--- src/rtl/uart_frame_timer.sv ---
// uart_frame_timer: bit-period tick generator and UART frame position tracker.
// Define UART_PARITY_SLOT_EN to insert a parity bit interval between data and stop bits.
module uart_frame_timer #(
    parameter int CLK_FREQ_HZ = 100000000,
    parameter int BAUD_RATE   = 19200,
    parameter int DATA_BITS   = 8,
    parameter int STOP_BITS   = 1
) (
    input  logic                         clk,
    input  logic                         reset,
    input  logic                         start,
    input  logic                         rxMode,
    input  logic                         clrFrame,
    output logic                         busy,
    output logic                         bitTick,
    output logic [1:0]                   bitPhase,
    output logic [$clog2(DATA_BITS)-1:0] bitIndex,
    output logic                         frameDone
);
    localparam int BIT_CYCLES = CLK_FREQ_HZ / BAUD_RATE;
    localparam int CW = $clog2(BIT_CYCLES);
    localparam int IW = $clog2(DATA_BITS);
    localparam logic [CW-1:0] FULL = CW'(BIT_CYCLES - 1);
    localparam logic [CW-1:0] HALF = CW'(BIT_CYCLES / 2 - 1);
    localparam logic [IW-1:0] LAST_IDX = IW'(DATA_BITS - 1);
    localparam logic LAST_STOP = (STOP_BITS == 2);

    if (BIT_CYCLES < 4) begin : g_bit_cycles_chk
        $error("BIT_CYCLES must be at least 4");
    end
    if (DATA_BITS < 5 || DATA_BITS > 9 || STOP_BITS < 1 || STOP_BITS > 2) begin : g_frame_chk
        $error("DATA_BITS must be 5..9 and STOP_BITS 1..2");
    end

    // Low two bits of the state code are the bitPhase value; IDLE decodes to phase 0.
    typedef enum logic [2:0] {
        START  = 3'd0,
        DATA   = 3'd1,
`ifdef UART_PARITY_SLOT_EN
        PARITY = 3'd2,
`endif
        STOP   = 3'd3,
        IDLE   = 3'd4
    } state_t;

`ifdef UART_PARITY_SLOT_EN
    localparam state_t AFTER_DATA = PARITY;
`else
    localparam state_t AFTER_DATA = STOP;
`endif

    state_t        state;
    logic [CW-1:0] cnt;
    logic          half;
    logic          stop_cnt;
    logic          tick;

    assign busy     = (state != IDLE);
    assign bitPhase = state[1:0];

    // Ticks are gated by abort/reset so a cancelled interval never reports its end.
    always_comb begin
        tick      = (state != IDLE) && (cnt == (half ? HALF : FULL));
        bitTick   = tick && !clrFrame && !reset;
        frameDone = bitTick && (state == STOP) && (stop_cnt == LAST_STOP);
    end

    always_ff @(posedge clk) begin
        if (reset || clrFrame) begin
            state    <= IDLE;
            cnt      <= '0;
            half     <= 1'b0;
            stop_cnt <= 1'b0;
            bitIndex <= '0;
        end else if (state == IDLE) begin
            state <= start ? START : IDLE;
            half  <= rxMode;
        end else begin
            cnt <= tick ? '0 : cnt + 1'b1;
            if (tick) begin
                half <= 1'b0;
                case (state)
                    START: state <= DATA;
                    DATA: begin
                        bitIndex <= (bitIndex == LAST_IDX) ? '0 : bitIndex + 1'b1;
                        state    <= (bitIndex == LAST_IDX) ? AFTER_DATA : DATA;
                    end
`ifdef UART_PARITY_SLOT_EN
                    PARITY: state <= STOP;
`endif
                    STOP: begin
                        state    <= (stop_cnt == LAST_STOP) ? IDLE : STOP;
                        stop_cnt <= (stop_cnt == LAST_STOP) ? 1'b0 : 1'b1;
                    end
                    default: state <= IDLE;
                endcase
            end
        end
    end
endmodule

--- config.mk ---
export PLATFORM = sky130hd
export DESIGN_NAME = uart_frame_timer
export DESIGN_NICKNAME = d
export VERILOG_FILES = /design/src/rtl/uart_frame_timer.sv
export SDC_FILE = /design/constraint.sdc
export NUM_CORES = 1
export LEC_CHECK = 0
export CELL_PAD_IN_SITES_DETAIL_PLACEMENT = 1
export CELL_PAD_IN_SITES_GLOBAL_PLACEMENT = 2
export CORE_ASPECT_RATIO = 0.9
export CORE_UTILIZATION = 30
export CTS_BUF_LIST = sky130_fd_sc_hd__clkbuf_2
export DETAILED_ROUTE_END_ITERATION = 7
export HOLD_SLACK_MARGIN = 0.15
export PLACE_DENSITY = 0.87
export SYNTH_ARGS = -nofsm -noshare
export SYNTH_HDL_FRONTEND = slang
export SYNTH_SLANG_ARGS = --single-unit
--- constraint.sdc ---
create_clock -name clk -period 1.6 [get_ports clk]
set_input_delay 0.16 -clock clk [delete_from_list [all_inputs] [get_ports clk]]
set_output_delay 0.16 -clock clk [all_outputs]
set_load 0.005 [all_outputs]
== Word-level counts from Yosys, hierarchy flattened ==
Cells that the tools add are included.
Word-level totals
  register bits after elaboration: 21
  bits of input ports: 5
  output and inout port bits: 8
  logic and storage cells: 39
Cells by class
  add/sub/neg operators: 2
  equal/unequal tests: 6
  multiplexer cells: 12
  bitwise operators: 2
  reduce and logical (&&, ||, !) cells: 12
Operator list (count)
  $mux W13: 2
  $mux W3: 5
  $add A13 B1 Y13 const B: 1
  $eq A13 B13 Y1: 1
  $pmux W3 S3: 1
  $eq A3 B3 Y1 const B: 2
  $reduce_and A3 Y1: 2
  $logic_and A1 B1 Y1: 5
  $add A3 B1 Y3 const B: 1
  $eq A3 B1 Y1 const B: 1
  $eq A3 B2 Y1 const B: 1
  $logic_not A3 Y1: 1
  $mux W1: 3
  $ne A3 B3 Y1 const B: 1
  $logic_not A1 Y1: 2
  $mux W2: 1
  $not A1 Y1: 2
  $reduce_bool A2 Y1: 1
  $logic_or A1 B1 Y1: 1

== Longest topological paths before layout ==
Gate-level depths: netlist (run 1).
  depth in word-level cells: 7
  gate-level depth with buffers: 6
  gate-level depth less buffers: 6

== Worst setup path after synthesis (run 1) ==
OpenSTA, ideal clock, no wires.
  kind: register to register
  from: register cnt[5]
  to: register bitIndex[0]
  library setup time: 71 ps
  arrival: 1579 ps
  required time: 1529 ps
  setup slack: -49 ps
  stages on the path, launching flop included: 6
  buffers on the path: 0
  period minus slack after synthesis: 1649 ps
  cells stage by stage: dfxtp_1 nor4bb_1 a41o_2 nand4_4 or4_1 a21oi_1
Between the ends
  cells in the longest elaborated chain, start to end: 3
RTL lines
  start: declaration: line 53  | logic [CW-1:0] cnt;
  start signal: assignment: line 79  | cnt <= tick ? '0 : cnt + 1'b1;
  $eq A13 B13 Y1: line 63  | tick = (state != IDLE) && (cnt == (half ? HALF : FULL));
  $logic_and A1 B1 Y1: line 63
  $reduce_and A3 Y1 (no line)
  end signal: assignment: line 85  | bitIndex <= (bitIndex == LAST_IDX) ? '0 : bitIndex + 1'b1;
  end: declaration: line 17  | output logic [$clog2(DATA_BITS)-1:0] bitIndex,
Every way passes these cells.
A chain may end at the register's enable or synchronous reset.

== Final worst setup path (run 1) ==
  from: register cnt[6]
  to: output bitTick
Between the ends
  cells in the longest elaborated chain, start to end: 4
RTL lines
  $eq A13 B13 Y1: line 63
  $logic_and A1 B1 Y1: line 63
  $logic_and A1 B1 Y1 (2 in series): line 64  | bitTick = tick && !clrFrame && !reset;
  end: declaration: line 15  | output logic bitTick,
Every way passes these cells.

==> impl_metrics.yaml, run 1 <==
grt:
  overflow: 0
  grt_pass1_wl_mm: 5.430
  grt_antenna_before_repair: 0
  grt_max_degree: 12
  grt_pass1_vias: 1145
  grtUsageTotal_pct: 19.56
sta:
  relSlewSlack_pct: 69.98
  worstMarginPinSlew_ns: 0.4493
  holdWs_ns: 0.3912
  finalWorstSetupSlack_ns: -0.2008
  rsz0062_at_grt: "yes"
  fin_crit_sh_pct: 112.5
  setup_violations: 20
  slew_viol_final: 0
  finalHoldViolCount: 0
  fmax_ghz: 0.5553
  fin_crit_ns: 1.801
  skew_ns: 0.003949
worst_setup_path:
  r2r_end: "bitIndex[0]"
  critPathLaunchType: "flip-flop"
  worstRegToRegCells: 6
  crit_required_ns: 1.44
  critPathArrivalTime_ns: 1.64
  crit_fanout: 3
  end_kind: "output port"
  r2r_start: "cnt[6]"
  critPathKind: "reg -> out"
  rrSetupSlack_ns: -0.16
flow_run:
  drv_cap: 0
finish:
  stdcell_count: 215
  nets: 182
  layout_common_cells: "buf_4 (39), nor2_1 (15), dfxtp_1 (12)"
  finish.utilization_pct: 50.44
  fillers: 387
  layout-drive-gt1-share_pct: 41.04
  diodes: 0
  area_delta_synth_final_pct: 55.60
  final_common_cell: "buf_4"
routing:
  via_per_inst: 5.009
  ant_nets: 0
  finalWirelength_mm: 3.323
  drtIter0Drc: 22
  wl_per_cell_um: 15.46
  first_pass_iters: 3
  drc_errors: 0
  vias: 1077
synth:
  ys_types: 35
  synth-seq-cells: 20
  synth_edf_count: 0
  syn-num-nets: 127
  yosys_warnings: 0
  synthArstFlopShare_pct: 0
  synth_area_um2: 1017
  syn_avg_cell_area_um2: 8.548
  syn_inst: 119
  seq_area_frac_synth_pct: 39.36
  synthFlopType: "dfxtp_1"
floorplanning:
  dieWidth_um: 63.38
  rows: 19
  die_h_um: 57.24
  start_util_pct: 32.42
  ios: 13
  core_um2: 3138
  dieArea_um2: 3628
hold_path:
  min_to: "half"
  whs_path_depth: 3
  hold_path.class: "in -> reg"
  hold_start: "rxMode"
power:
  ir_drop_v: 0.0005146
  clkPwrFrac_pct: 27.9
  seqPwrFrac_pct: 62.3
  switching_power_w: 0.0002107
  power_density_nw_per_um2: 510.6
  p_sw_share_pct: 26.08
  combPwrFrac_pct: 9.8
  power.leakage_nw: 0.6369
  p_int_w: 0.0005974
clock_network:
  h-tree-depth: 1
  cts-root-buf: "clkbuf_2"
  cts.sinks: 20
  postCtsHoldBufs: 0
  cts_buffers: 3
  cts_buffer_depth: 2
  cts_tree: "done"
  clk_pin_slew_ns: 0.20
  clk_latency_ns: 0.33
placement:
  dpl_worst_slack_ns: -0.2887
  port_buffers: 12
  place_congestion: 0.7442
  dp_hpwl_mm: 2.386
  dpl.cell_count: 203
status:
  status: "finished with violations"
  violations: "setup timing"
[final cells by class]
type,count,area [µm²],share of cell area (%)
Multi-Input combinational cell,92,644.4,40.71
Timing Repair Buffer,54,442.9,27.98
Sequential cell,20,412.9,26.09
Tap cell,42,52.55,3.320
Clock buffer,3,15.01,0.9486
Inverter,3,11.26,0.7115
Clock inverter,1,3.754,0.2372
[how the worst max path moves through the flow]
stage,start,slack [ns],cells after the start,end
after floorplan,cnt[12],0.03,5,bitIndex[0]
after global placement,cnt[12],-0.24,5,frameDone
after detailed placement,cnt[6],-0.29,5,frameDone
after CTS,cnt[6],-0.25,5,bitTick
after global routing,cnt[12],-0.28,5,bitTick
final,cnt[6],-0.20,5,bitTick
[critical path, cell delays in order, from the launching register on]
cell       delay [ns]
dfxtp_2          0.39
nand4bb_4        0.25
o21ai_2          0.24
nand4_4          0.15
nor3_2           0.14
buf_2            0.14
[synth_stat cells (2+ instances only)]
| master | number | share of area [%] |
|---|---|---|
| xor2_1 | 5 | 4.3 |
| and4_1 | 3 | 2.6 |
| ha_1 | 3 | 3.7 |
| xnor2_1 | 5 | 4.3 |
| dfxtp_1 | 20 | 39 |
| buf_4 | 2 | 1.5 |
| nor4_1 | 2 | 1.2 |
| nor2_1 | 16 | 5.9 |
| o21ai_1 | 6 | 3.0 |
| nor3_1 | 6 | 3.0 |
| a21oi_1 | 6 | 3.0 |
| nand3_1 | 11 | 5.4 |
| nand2b_1 | 2 | 1.2 |
| nand4_1 | 2 | 1.2 |
| inv_1 | 2 | 0.74 |
| a31o_1 | 2 | 1.7 |
| nand2_1 | 8 | 3.0 |
[stage by stage]
stage | power, W | TNS [ns] | area [µm²]
after floorplan | 0.0005404 | 0 | 1017
after detailed placement | 0.0005839 | -1.628 | 1435
final | 0.0008082 | -2.010 | 1583
after global placement | 0.0005797 | -0.6184 | 1435
after global routing | 0.0008343 | -3.509 | 1583
after CTS | 0.0008115 | -0.9731 | 1536
[flip-flops by register name, summed over array words and instances, names as in the netlist]
name	count
bitIndex	3
cnt	13
half	1
state	3
[repair_timing]
item | in CTS | in global routing
hold endpoints to repair | 0 | 0
pin swaps | 6 | 6
gates resized for setup | 23 | 10
buffers inserted | 6 | 2
setup endpoints to repair | 21 | 24
[power by group through the flow]
stage               clock network [W]  registers (W)  logic [W]
floorplan                           0       0.000515  0.0000252
global route                 0.000245       0.000504  0.0000850
CTS                          0.000227       0.000505  0.0000790
detailed placement                  0       0.000515  0.0000686
finish                       0.000225       0.000504  0.0000792
global placement                    0       0.000515  0.0000650
[routing by layer]
| layer | wire [µm] | GRT usage, % | vias to the layer above |
|---|---|---|---|
| li1 | - | - | 533 |
| met1 | 1531 | 24.35 | 527 |
| met2 | 1704 | 35.71 | 15 |
| met3 | 69 | 3.600 | 2 |
| met4 | 18 | 2.922 | 0 |
| met5 | 0 | 0 | - |
[logic make-up (layout without fill, tap and decap cells)]
logic type / count (synthesis) / after routing / share of synthesized area (%)
AOI/OAI and AO/OA: 18 / 18 / 11.19
xor gates and xnor gates: 10 / 10 / 8.610
adders and majority gates: 3 / 3 / 3.690
buffers and inverters: 7 / 61 / 3.320
DFF: 20 / 20 / 39.36
and+or+nand+nor: 61 / 61 / 33.83
No activity file was read; power rests on OpenSTA's default activity.
==> run 2, diff against run 1 <==
--- a/config.mk
+++ b/config.mk
@@ -13,6 +13,7 @@
 export DETAILED_ROUTE_END_ITERATION = 7
 export HOLD_SLACK_MARGIN = 0.15
 export PLACE_DENSITY = 0.87
+export RECOVER_POWER = 25
 export SYNTH_ARGS = -nofsm -noshare
 export SYNTH_HDL_FRONTEND = slang
 export SYNTH_SLANG_ARGS = --single-unit
==> run 2 against run 1 <==
The run still ends with setup timing left. Sequential share of layout area fell by 0.058 points. Non-clock buffer count did not move. Maximum frequency did not move. Sequential power barely moved. Critical path depth did not move. Total power barely moved. Final cell count did not move. Worst setup slack did not move. Critical endpoint unchanged. Largest cell class unchanged.
==> impl_metrics.yaml, run 2 (synthesis results as in run 1) <==
clock_network:
  postCtsHoldBufs: 0
  h-tree-depth: 1
  cts_buffer_depth: 2
  cts-root-buf: "clkbuf_2"
  clk_latency_ns: 0.33
  cts.sinks: 20
  cts_tree: "done"
  cts_buffers: 3
  clk_pin_slew_ns: 0.20
finish:
  layout_common_cells: "buf_4 (39), nor2_1 (15), dfxtp_1 (13)"
  diodes: 0
  area_delta_synth_final_pct: 55.47
  fillers: 385
  layout-drive-gt1-share_pct: 40.46
  final_common_cell: "buf_4"
  nets: 182
  largest-register: "cnt"
  finish.utilization_pct: 50.40
  top_regs: "cnt: 13 flops, bitIndex: 3 flops, state: 3 flops"
  ff_latch_area_um2: 411.6
  largest_reg_flops: 13
  multi_input_area_um2: 644.4
hold_path:
  hold_start: "rxMode"
  whs_path_depth: 3
  hold_path.class: "in -> reg"
  min_to: "half"
status:
  status: "finished with violations"
  violations: "setup timing"
floorplanning:
  core_um2: 3138
  dieArea_um2: 3628
  start_util_pct: 32.42
  dieWidth_um: 63.38
  die_h_um: 57.24
  rows: 19
  ios: 13
grt:
  grt_pass1_wl_mm: 5.430
  grt_max_degree: 12
  grt_antenna_before_repair: 0
  overflow: 0
  grt_pass1_vias: 1145
  grtUsageTotal_pct: 19.56
power:
  power_density_nw_per_um2: 511.0
  total_power_w: 0.0008082
  ir_drop_v: 0.0005146
  power.leakage_nw: 0.6364
placement:
  dp_hpwl_mm: 2.386
  place_congestion: 0.7442
  port_buffers: 12
sta:
  finalHoldViolCount: 0
  tns_ns: -2.006
  relSlewSlack_pct: 69.98
  setup_violations: 20
  fmax_ghz: 0.5553
  skew_ns: 0.003949
  finalWorstSetupSlack_ns: -0.2008
  fin_crit_sh_pct: 112.5
  fin_crit_ns: 1.801
  rsz0062_at_grt: "yes"
  slew_viol_final: 0
  worstMarginPinSlew_ns: 0.4494
worst_setup_path:
  critPathArrivalTime_ns: 1.64
  end_kind: "output port"
  critPathLaunchType: "flip-flop"
  crit_required_ns: 1.44
  rrSetupSlack_ns: -0.16
  worstRegToRegCells: 6
  crit_fanout: 3
  r2r_start: "cnt[6]"
  r2r_end: "bitIndex[0]"
  critPathKind: "reg -> out"
routing:
  drc_errors: 0
  ant_nets: 0
  wl_per_cell_um: 15.46
  drtIter0Drc: 22
  via_per_inst: 5.009
  vias: 1077
  finalWirelength_mm: 3.323
  first_pass_iters: 3
flow_run:
  drv_cap: 0
## run 2: changes by cell type in the layout (fill, tap and decap cells not counted)
cell	previous run	this run
dfxtp_1	12	13
dfxtp_2	7	6
## run 2: routing by layer
| metal | global-route usage (%) | part of all wire [%] | vias to the layer above |
|---|---|---|---|
| li1 | - | - | 533 |
| met1 | 24.35 | 46 | 527 |
| met2 | 35.71 | 51 | 15 |
| met3 | 3.600 | 2.1 | 2 |
| met4 | 2.922 | 0.54 | 0 |
| met5 | 0 | 0 | - |
## run 2: timing repair
action / CTS / global route
pin swaps: 6 / 6
setup endpoints to repair: 21 / 24
buffers inserted: 6 / 2
resized for setup: 23 / 10
## run 2: worst max-delay path by stage
| stage | startpoint | end | cells past startpoint |
|---|---|---|---|
| after global placement | cnt[12] | frameDone | 5 |
| after detailed placement | cnt[6] | frameDone | 5 |
| after global routing | cnt[12] | bitTick | 5 |
| after CTS | cnt[6] | bitTick | 5 |
| after floorplan | cnt[12] | bitIndex[0] | 5 |
| final | cnt[6] | bitTick | 5 |
## run 2: power by group
part / switching, W / internal (W)
sequential: 0.00000270 / 0.000501
combinational: 0.0000370 / 0.0000422
clock: 0.000171 / 0.0000543
total: 0.000211 / 0.000597
## run 2: stage by stage
| step | hold slack [ns] | instances | cell area (µm²) | worst slack [ns] |
|---|---|---|---|---|
| CTS | 0.3712 | 213 | 1536 | -0.2469 |
| global placement | 0.4851 | 203 | 1435 | -0.2371 |
| floorplan | 0.2872 | 119 | 1017 | 0.03305 |
| detailed placement | 0.4972 | 203 | 1435 | -0.2887 |
| finish | 0.3912 | 215 | 1582 | -0.2008 |
| global route | 0.4165 | 215 | 1582 | -0.2829 |
## run 2: cell type report
cell class / instances / area share [%]
Multi-Input combinational cell: 92 / 40.74
Inverter: 3 / 0.7120
Clock buffer: 3 / 0.9494
Sequential cell: 20 / 26.03
Clock inverter: 1 / 0.2373
Tap cell: 42 / 3.323
Timing Repair Buffer: 54 / 28.01
## run 2: critical path, stage by stage, from the launching register on
cell,delay (ns)
dfxtp_2,0.39
nand4bb_4,0.25
o21ai_2,0.24
nand4_4,0.15
nor3_2,0.14
buf_2,0.14
